<file path="src/rtl/rb_unsteer_reader.sv">
// Row-buffer un-steer reader: sweeps one BRAM row, undoes the write-side
// lane rotation and streams the restored pixel columns through a 2-entry
// skid FIFO with valid/ready flow control.
module rb_unsteer_reader #(
    parameter int ROW_WORDS = 512,
    parameter int ADDR_W    = 9
) (
    input  logic              clk,
    input  logic              rst_n,
    input  logic              start,
    input  logic [1:0]        row_sel,
    output logic              busy,
    output logic              bram_en,
    output logic [ADDR_W-1:0] bram_addr,
    input  logic [31:0]       bram_dout,
    output logic              m_valid,
    input  logic              m_ready,
    output logic [31:0]       m_data,
    output logic              m_last,
    output logic              done
);

    typedef enum logic [1:0] {IDLE, READ, DRAIN} state_t;

    typedef struct packed {
        logic        last;
        logic [31:0] data;
    } beat_t;

    localparam logic [ADDR_W-1:0] LAST_ADDR = ADDR_W'(ROW_WORDS - 1);

    state_t            state;
    logic [ADDR_W-1:0] cnt;
    logic [1:0]        sel_q;
    logic              inflight;
    logic              inflight_last;
    beat_t [1:0]       fifo;
    logic [1:0]        fcnt;
    logic              pop;
    logic              issue;
    logic [2:0]        occ;
    beat_t             incoming;

    // Rotate left by whole byte lanes to undo the write-side steering
    function automatic logic [31:0] derot(input logic [31:0] w, input logic [1:0] s);
        logic [31:0] r;
        case (s)
            2'd0:    r = w;
            2'd1:    r = {w[23:0], w[31:24]};
            2'd2:    r = {w[15:0], w[31:16]};
            default: r = {w[7:0],  w[31:8]};
        endcase
        return r;
    endfunction

    assign m_valid  = (fcnt != 2'd0);
    assign m_data   = fifo[0].data;
    assign m_last   = m_valid & fifo[0].last;
    assign pop      = m_valid & m_ready;
    assign busy     = (state != IDLE);

    // Occupancy counts the buffered beats plus the read whose data lands this
    // cycle; a new read is only issued if its data is guaranteed a FIFO slot.
    assign occ      = {1'b0, fcnt} + {2'b00, inflight};
    assign issue    = (state == READ) && (occ < 3'd2 + {2'b00, pop});
    assign bram_en  = issue;
    assign bram_addr = cnt;
    assign incoming = '{last: inflight_last, data: derot(bram_dout, sel_q)};

    // Sweep control: address counter, latched rotation, done pulse
    always_ff @(posedge clk or negedge rst_n) begin
        if (!rst_n) begin
            state         <= IDLE;
            cnt           <= '0;
            sel_q         <= 2'd0;
            inflight      <= 1'b0;
            inflight_last <= 1'b0;
            done          <= 1'b0;
        end else begin
            done          <= 1'b0;
            inflight      <= issue;
            inflight_last <= issue && (cnt == LAST_ADDR);
            case (state)
                IDLE: if (start) begin
                    state <= READ;
                    cnt   <= '0;
                    sel_q <= row_sel;
                end
                READ: if (issue) begin
                    if (cnt == LAST_ADDR) state <= DRAIN;
                    else                  cnt   <= cnt + ADDR_W'(1);
                end
                DRAIN: if (pop && m_last) begin
                    state <= IDLE;
                    done  <= 1'b1;
                end
                default: state <= IDLE;
            endcase
        end
    end

    // Two-entry FIFO, head always in slot 0 so outputs come straight from a register
    always_ff @(posedge clk or negedge rst_n) begin
        if (!rst_n) begin
            fifo <= '0;
            fcnt <= 2'd0;
        end else begin
            case ({inflight, pop})
                2'b10: begin
                    if (fcnt == 2'd0) fifo[0] <= incoming;
                    else              fifo[1] <= incoming;
                    fcnt <= fcnt + 2'd1;
                end
                2'b01: begin
                    fifo[0] <= fifo[1];
                    fcnt    <= fcnt - 2'd1;
                end
                2'b11: begin
                    if (fcnt == 2'd1) begin
                        fifo[0] <= incoming;
                    end else begin
                        fifo[0] <= fifo[1];
                        fifo[1] <= incoming;
                    end
                end
                default: ;
            endcase
        end
    end

endmodule

</file>
<file path="config.mk">
export PLATFORM = sky130hd
export DESIGN_NAME = rb_unsteer_reader
export DESIGN_NICKNAME = d
export VERILOG_FILES = /design/src/rtl/rb_unsteer_reader.sv
export SDC_FILE = /design/constraint.sdc
export NUM_CORES = 1
export LEC_CHECK = 0
export CAP_MARGIN = 20
export CORE_ASPECT_RATIO = 1.25
export CORE_UTILIZATION = 53
export DETAILED_ROUTE_END_ITERATION = 6
export GPL_ROUTABILITY_DRIVEN = 0
export HOLD_SLACK_MARGIN = 0.12
export PLACE_DENSITY = 0.8
export SLEW_MARGIN = 20
export SYNTH_ARGS = -nofsm -noshare
export SYNTH_HDL_FRONTEND = slang
export SYNTH_SLANG_ARGS = --single-unit
</file>
<file path="constraint.sdc">
create_clock -name clk -period 3 [get_ports clk]
set_input_delay 0.9 -clock clk [delete_from_list [all_inputs] [get_ports clk]]
set_output_delay 0.9 -clock clk [all_outputs]
set_load 0.02 [all_outputs]
</file>
# == Word-level counts from Yosys, hierarchy flattened ==
# Index checks and enable logic that the tools add are counted.
# classes
muxes,19
n_lt_le_gt_ge,1
reduce_logical,17
eq_ne,17
bitwise,2
add_sub_neg,5
# ops
op,count
33-bit two-way mux,4
33-bit case mux with 3 select lines,1
32-bit case mux with 3 select lines,1
33-bit case mux with 2 select lines,1
9-bit two-way mux,3
9-bit case mux with 2 select lines,1
2-bit inequality test (second input constant),7
2-bit nonzero test,5
9-bit by 1-bit adder with 9-bit output (second input constant),1
9-bit equality test (second input constant),1
2-bit by 1-bit equality test with 1-bit output (second input constant),4
2-bit equality test (second input constant),4
2-bit two-way mux,4
4-bit AND reduction,2
2-bit logical NOT,3
2-bit case mux with 3 select lines,1
2-bit case mux with 2 select lines,1
2-bit AND reduction,2
2-bit by 1-bit adder with 3-bit output,1
2-bit by 1-bit adder with 3-bit output (first input constant),1
1-bit logical AND,3
3-bit < comparator,1
3-bit AND reduction,1
3-bit nonzero test,1
5 further kinds,7
# word_totals
input_bits,38
word_cells,72
output_inout_bits,46
ff_bits,84

# == Depth between registers and ports, before layout ==
# Gate-level depths: netlist of run 1.
# logic_depth
word_depth,7
ltp_mapped,9
depth_no_buf,8

# == Worst setup path before layout of run 1 ==
# OpenSTA, ideal clock, no wires.
# synth_path
kind,in2out
from,in m_ready
to,out bram_en
cell_stages,3
t_arrival_ns,1.855
path_buffers,0
path_slack_ns,0.245
path_cell_list,or3b_4 a21oi_1 nor2b_1
# synth_via
elab_chain_len,4
# synth_lines
element,line_no,source
start: declaration,17,"input logic m_ready,"
1-bit AND,59,assign pop = m_valid & m_ready;
2-bit by 1-bit adder with 3-bit output,65,"assign issue = (state == READ) && (occ < 3'd2 + {2'b00, pop});"
3-bit < comparator,65,
1-bit logical AND,65,
end: declaration,13,"output logic bram_en,"
# Every way passes these cells.

# == Worst setup path in the final report of run 1 ==
# layout_path
from,reg fcnt[0]
to,out m_last
# layout_via
elab_chain_len,2
# layout_lines
element,line_no,source
start: declaration,38,logic [1:0] fcnt;
start signal: assignment,112,fcnt <= fcnt + 2'd1;
start signal: assignment,116,fcnt <= fcnt - 2'd1;
2-bit nonzero test,56,assign m_valid = (fcnt != 2'd0);
1-bit AND,58,assign m_last = m_valid & fifo[0].last;
end: declaration,19,"output logic m_last,"
# Every way passes these cells.

==> impl_summary.log, run 1 <==
INFO  metric synth_cell_types = 33
INFO  metric drtPass1Iterations = 4
INFO  metric slew_violations = 0
INFO  metric global_route.overflow_total = 0
INFO  metric drc_errors = 0
INFO  metric synth_seq_cells = 84
INFO  metric setup_viol = 0
INFO  metric worstSkewPairLatency = 360 ps
INFO  metric grt_pass1_vias = 3368
INFO  metric ir_worst_vdd = 0.0007432 V
INFO  metric route.final.wire_length = 10360 um
INFO  metric share_clk_of_total_power = 13.0%
INFO  metric hold_path.class = in2async
INFO  metric finalHoldWorstSlack = 503.9 ps
INFO  metric r2r_cell_count = 14
INFO  metric drtAntennaViolNets = 0
INFO  metric final.period_utilization = 95.87%
INFO  metric maxClockFrequency = 0.3477 GHz
INFO  metric synthesis.area = 4668 sq um
INFO  metric grt_pass1_wl = 16840 um
INFO  metric max-slew-margin-rel = 61.78%
INFO  metric start_util = 55.71%
INFO  metric fp.dieW = 85.94 um
INFO  metric cts.reportedPaths.clkPinSlew = 80 ps
INFO  metric ys.warnings.count = 0
INFO  metric vias = 3394
INFO  metric synth.net_count = 446
INFO  metric critPathRequiredTime = 2100 ps
INFO  metric finClkSkew = 11.27 ps
INFO  metric synthDominantCellAreaShare = 45.03%
INFO  metric antenna_cells_inserted = 0
INFO  metric setup_repair_after_global_routing_missed_its_margin = false
INFO  metric post-route-util = 68.96%
INFO  metric crit_fanout = 5
INFO  metric finalHoldViolCount = 0
INFO  metric p_per_area = 1175 nW/um^2
INFO  metric flow.area_growth_from_synthesis = 23.77%
INFO  metric htree_num_levels = 3
INFO  metric p_leak = 2.364 nW
INFO  metric die_h = 106.9 um
INFO  metric count_of_flip_flops_with_a_built_in_enable_after_synthesis = 0
INFO  metric max_slew.worst_pin.slew = 573.2 ps
INFO  metric numPortBuffers = 83
INFO  metric share_comb_of_total_power = 56.8%
INFO  metric synthCells = 399
INFO  metric antenna_violations_before_repair = 0
INFO  metric filler_cell_count = 605
INFO  metric yosys-top-cells-area = dfrtp_1 45%, mux4_2 15%, mux2_2 8.0%
INFO  metric seqPwrFrac = 30.2%
INFO  metric routed_wire_length_per_instance = 17.86 um
INFO  metric post_route_cells_drive_above_1_share = 24.84%
INFO  metric holdBufCountCts = 0
INFO  metric postSynth.asyncResetShare = 100.0%
INFO  metric status = finished clean
INFO  metric cell_type_with_the_largest_total_area_after_synthesis = dfrtp_1
INFO  metric synthesis.area_per_instance = 11.70 sq um
INFO  metric final_nets = 508
INFO  metric synth_ff_type = dfrtp_1
INFO  metric fp.dieArea = 9190 sq um
INFO  metric total_internal_power = 4.193 mW
INFO  metric worstPathArrival = 1980 ps
INFO  metric placeableCoreArea = 8379 sq um
INFO  metric register_area_share_after_synthesis = 45.03%
INFO  metric drv_cap = 0
INFO  metric grt.total_usage = 23.91%
INFO  metric switching_power = 2.595 mW
INFO  metric dp_hpwl = 7119 um
INFO  metric timing.critical_path.to_type = output port
INFO  metric grt_start_max_net_pins = 67
INFO  metric cts-root-buf = clkbuf_8
INFO  metric start_kind = flop
INFO  metric longest_clk_path_bufs = 2
INFO  metric placementRows = 37
INFO  metric design.portCount = 84
INFO  metric synthTopCellsByCount = 84 x dfrtp_1, 40 x a21oi_1, 38 x nor2_1
INFO  metric detailed_router_s_first_iteration_violation_count = 169
INFO  metric post-route-min-period = 2876 ps
INFO  metric cts_inserted_buffers = 9
INFO  metric post_drt_via_cell_ratio = 5.852
INFO  metric clock_tree_from_tritoncts = done
INFO  metric fraction_of_power_spent_switching_nets = 38.23%
INFO  metric setup.worst_path.class = reg2out
INFO  metric post-synth-top-count-cell = dfrtp_1
INFO  metric number_of_clock_sinks_seen_by_cts = 84
-- flip-flops by register name, summed over array words and instances, names as in the netlist --
register / count
state: 2
fcnt: 2
fifo: 34
sel_q: 2
inflight: 1
bram_addr: 9
done: 1
inflight_last: 1
m_data: 32
-- stage by stage --
stage	instance area (sq um)	TNS (ps)	setup WS, ps	std cells	total power, mW
floorplan	4668	0	244.7	399	4.565
global placement	5480	-609.8	-609.8	557	5.515
detailed placement	5480	-619.2	-619.2	557	5.641
CTS	5778	0	104.6	580	6.782
global route	5778	0	30.86	580	7.217
finish	5778	0	123.8	580	6.788
-- critical path, cell delays in order, from the launching register on --
cell and delay (ps):
dfrtp_1 420, inv_1 60, ha_1 210, buf_4 160, and2b_1 180, clkdlybuf4s50_1 590
-- what timing repair did --
action / 4_1_cts / 5_1_grt
gates resized for setup: 10 / 0
setup endpoints to repair: 1 / 0
setup buffers: 10 / 0
-- layout make-up --
class                      count  area [sq um]  share of cell area, %
clock buffer                  11         151.4                  2.620
timing repair buffer         112          1096                  18.97
multi-input combinational    247          2196                  38.00
clock inverter                 2         60.06                  1.039
tap                          117         146.4                  2.534
sequential                    84          2102                  36.38
inverter                       7         26.28                 0.4547
-- kinds of logic (layout without fill, tap and decap cells) --
family          count (synthesis)  count (layout)  share of synthesized area [%]
compound gates                 93              93                          12.62
buf+inv                        68             132                          8.282
flops                          84              84                          45.03
xor+xnor                        2               2                         0.3753
fa+ha+maj                       9               9                          2.412
mux                            65              65                          23.40
simple gates                   78              78                          7.880
-- routing by layer --
metal,routed length [um],track usage (%),part of all wire (%)
met1,4356,32.17,42
met2,5445,40.14,53
met3,468,4.311,4.5
met4,85,6.190,0.82
met5,0,0,0
-- path summary, 6_finish.rpt --
kind,end,slack [ps],from
min in group clk,fifo[56],510,fifo[56]
worst max register to register,state[0],410,fcnt[0]
worst min register to register,fifo[56],510,fifo[56]
worst max-delay path,m_last,120,fcnt[0]
max in group asynchronous,fcnt[1],1870,rst_n
worst min-delay path,m_data[11],500,rst_n
-- cell usage in the layout, fill, tap and decap left out, types with 2 or more instances in the layout --
cell             count
inv_1                7
a21oi_1             39
o31ai_1              6
buf_4               26
o21ai_0              8
a22oi_1             33
xnor2_1              2
dfrtp_1             84
or3_1                3
nand2_1             17
nand3_1              3
nand2b_1             4
ha_1                 9
bufinv_16            2
mux4_2              32
nor2_1              38
mux2_2              33
or4_1                4
buf_12               4
clkdlybuf4s50_1     80
clkbuf_8            11
-- power groups by stage --
stage	clock network (mW)	registers, mW	logic, mW
4_1_cts	0.892	2.04	3.85
5_1_grt	0.939	2.11	4.16
6_report	0.879	2.05	3.86
3_3_place_gp	0	2.03	3.48
3_5_place_dp	0	2.06	3.58
2_1_floorplan	0	2.01	2.55
No activity file was read; power rests on OpenSTA's default activity.
==> inputs of run 2 (changes only) <==
--- a/config.mk
+++ b/config.mk
@@ -12,7 +12,7 @@
 export GPL_ROUTABILITY_DRIVEN = 0
 export HOLD_SLACK_MARGIN = 0.12
 export PLACE_DENSITY = 0.8
-export SLEW_MARGIN = 20
+export SLEW_MARGIN = 0
 export SYNTH_ARGS = -nofsm -noshare
 export SYNTH_HDL_FRONTEND = slang
 export SYNTH_SLANG_ARGS = --single-unit
==> results of run 2 <==
The final DEF is identical to that of run 1; final timing and power are the same.
==> inputs of run 3 (changes only) <==
--- a/config.mk
+++ b/config.mk
@@ -5,7 +5,7 @@
 export SDC_FILE = /design/constraint.sdc
 export NUM_CORES = 1
 export LEC_CHECK = 0
-export CAP_MARGIN = 20
+export CAP_MARGIN = 0
 export CORE_ASPECT_RATIO = 1.25
 export CORE_UTILIZATION = 53
 export DETAILED_ROUTE_END_ITERATION = 6
==> results of run 3 <==
The final DEF is identical to that of run 1; final timing and power are the same.
==> edit (flow settings as in run 1) <==
The 3 states of `state_t` get a one-hot encoding in 3 bits.
--- a/src/rtl/rb_unsteer_reader.sv
+++ b/src/rtl/rb_unsteer_reader.sv
@@ -20,7 +20,7 @@
     output logic              done
 );
 
-    typedef enum logic [1:0] {IDLE, READ, DRAIN} state_t;
+    typedef enum logic [2:0] {IDLE = 3'b001, READ = 3'b010, DRAIN = 3'b100} state_t;
 
     typedef struct packed {
         logic        last;
Formal check against the unedited RTL: no difference found for any inputs over 10 cycles, from zero or initial values and one cycle with rst_n low; not proved beyond that.
==> edit against run 1 <==
Routed wire length decreased by 2.4%. Count of clock-buffer cells in the layout is 2 lower. Setup slack got worse by 0.063 ns. Sequential cell count rose by 1. Clock skew grew 0.00053 ns. Power fell by 7.3%. Cell count increased by 1.6%. Synthesized area is 1.7% higher. Design area grew 0.71%. Critical endpoint is now bram_en.
==> edit: results (changes against run 1) <==
{
  "final_layout": {
    "buffers_excl_clock": {"value": 104, "change": "was 112"},
    "drive_gt1_share": {"value": 23.7, "unit": "%", "change": "was 24.8%"},
    "multiInputGateArea": {"value": 2240, "unit": "µm²", "change": "was 2200 µm²"},
    "n_fill_cell": {"value": 675, "change": "was 605"},
    "clkCellAreaFrac": {"value": 3.81, "unit": "%", "change": "was 3.66%"},
    "nNetsFinal": {"value": 511, "change": "was 508"},
    "nNonClkInverters": {"value": 11, "change": "was 7"},
    "layout.buffer.nonclock.area_share": {"value": 17.8, "unit": "%", "change": "was 19.0%"}
  },
  "setup_path": {
    "cpPeakStageDelay": {"value": 0.38, "unit": "ns", "change": "was 0.59 ns"},
    "critPathMaxFanout": {"value": 2, "change": "was 5"},
    "timing.critical_path.max_delay_family": {"value": "simple AND/OR/NAND/NOR gates", "change": "was buffers and inverters"},
    "reg2regPathDepth": {"value": 9, "change": "was 14"},
    "r2r-end": {"value": "m_data[10]", "change": "was state[0]"},
    "critical_path.startpoint": {"value": "m_ready", "change": "was fcnt[0]"},
    "slowest_stage": {"value": "sky130_fd_sc_hd__or3b_4", "change": "was sky130_fd_sc_hd__clkdlybuf4s50_1"},
    "timing.critical_path.arrival": {"value": 2.04, "unit": "ns", "change": "was 1.98 ns"}
  },
  "place": {
    "preCtsSetupSlack": {"value": -0.784, "unit": "ns", "change": "was -0.619 ns"},
    "placed_cells": {"value": 571, "change": "was 557"},
    "cell_area_placed": {"value": 5570, "unit": "µm²", "change": "was 5480 µm²"}
  },
  "sta": {
    "postLayoutSetupSlackWorst": {"value": 0.0604, "unit": "ns", "change": "was 0.124 ns"},
    "hold_ws": {"value": 0.482, "unit": "ns", "change": "was 0.504 ns"},
    "worst_slew_pin_slew": {"value": 0.579, "unit": "ns", "change": "was 0.573 ns"}
  },
  "routing": {
    "drt-pass1-iter-count": {"value": 5, "change": "was 4"},
    "drt_first_iter_violations": {"value": 190, "change": "was 169"},
    "num_vias": {"value": 3410, "change": "was 3394"}
  },
  "synthesis": {
    "post_synth_num_cell_types": {"value": 40, "change": "was 33"},
    "synthTopCellsByArea": {"value": "sky130_fd_sc_hd__dfrtp_1, sky130_fd_sc_hd__mux4_2, sky130_fd_sc_hd__mux2_2, sky130_fd_sc_hd__a22oi_1, sky130_fd_sc_hd__buf_4", "change": "unchanged"},
    "cell_count_after_synthesis": {"value": 407, "change": "was 399"},
    "yosys-top-cells-count": {"value": "sky130_fd_sc_hd__dfrtp_1, sky130_fd_sc_hd__a21oi_1, sky130_fd_sc_hd__nor2_1", "change": "unchanged"}
  },
  "global_routing": {
    "vias_in_the_first_global_route": {"value": 3478, "change": "was 3368"}
  },
  "power": {
    "cell_leakage_power": {"value": 2.38, "unit": "nW", "change": "was 2.36 nW"}
  },
  "run_status": {
    "run_status": {"value": "complete, no violations", "change": "unchanged"}
  },
  "clock_network": {
    "post-cts-setup-buffers": {"value": 1, "change": "was 10"}
  }
}
[edit: changes by cell type in the layout (fill, tap and decap cells not counted), sizes merged, moves of 5 or more]
cell   before  now
buf        31   23
nand2      17   24
inv         7   13
mux2i       0    6
o21ai       9    3
o31ai       6    0
nor3        0    5
[edit: logic make-up after synthesis]
group	count (synthesis)	synth area share, %
adder cells (fa/ha/maj)	9	2.37
AO/OA/AOI/OAI	84	11.3
multiplexers	71	24.3
buffers and inverters	69	8.20
AND/OR/NAND/NOR	87	8.60
flip-flops	85	44.8
XOR/XNOR	2	0.369
[edit: report_power, final]
group / total, mW / internal, mW / switching, mW
combinational: 3.38 / 1.73 / 1.65
clock: 0.900 / 0.474 / 0.426
sequential: 2.01 / 1.68 / 0.336
[edit: routing by layer]
metal	global-route usage (%)	routed length, µm	vias to the layer above
met4	9.29	198	0
met1	30.0	4070	1704
met5	0	0	-
met2	40.1	5170	118
met3	6.90	661	12
li1	-	-	1576
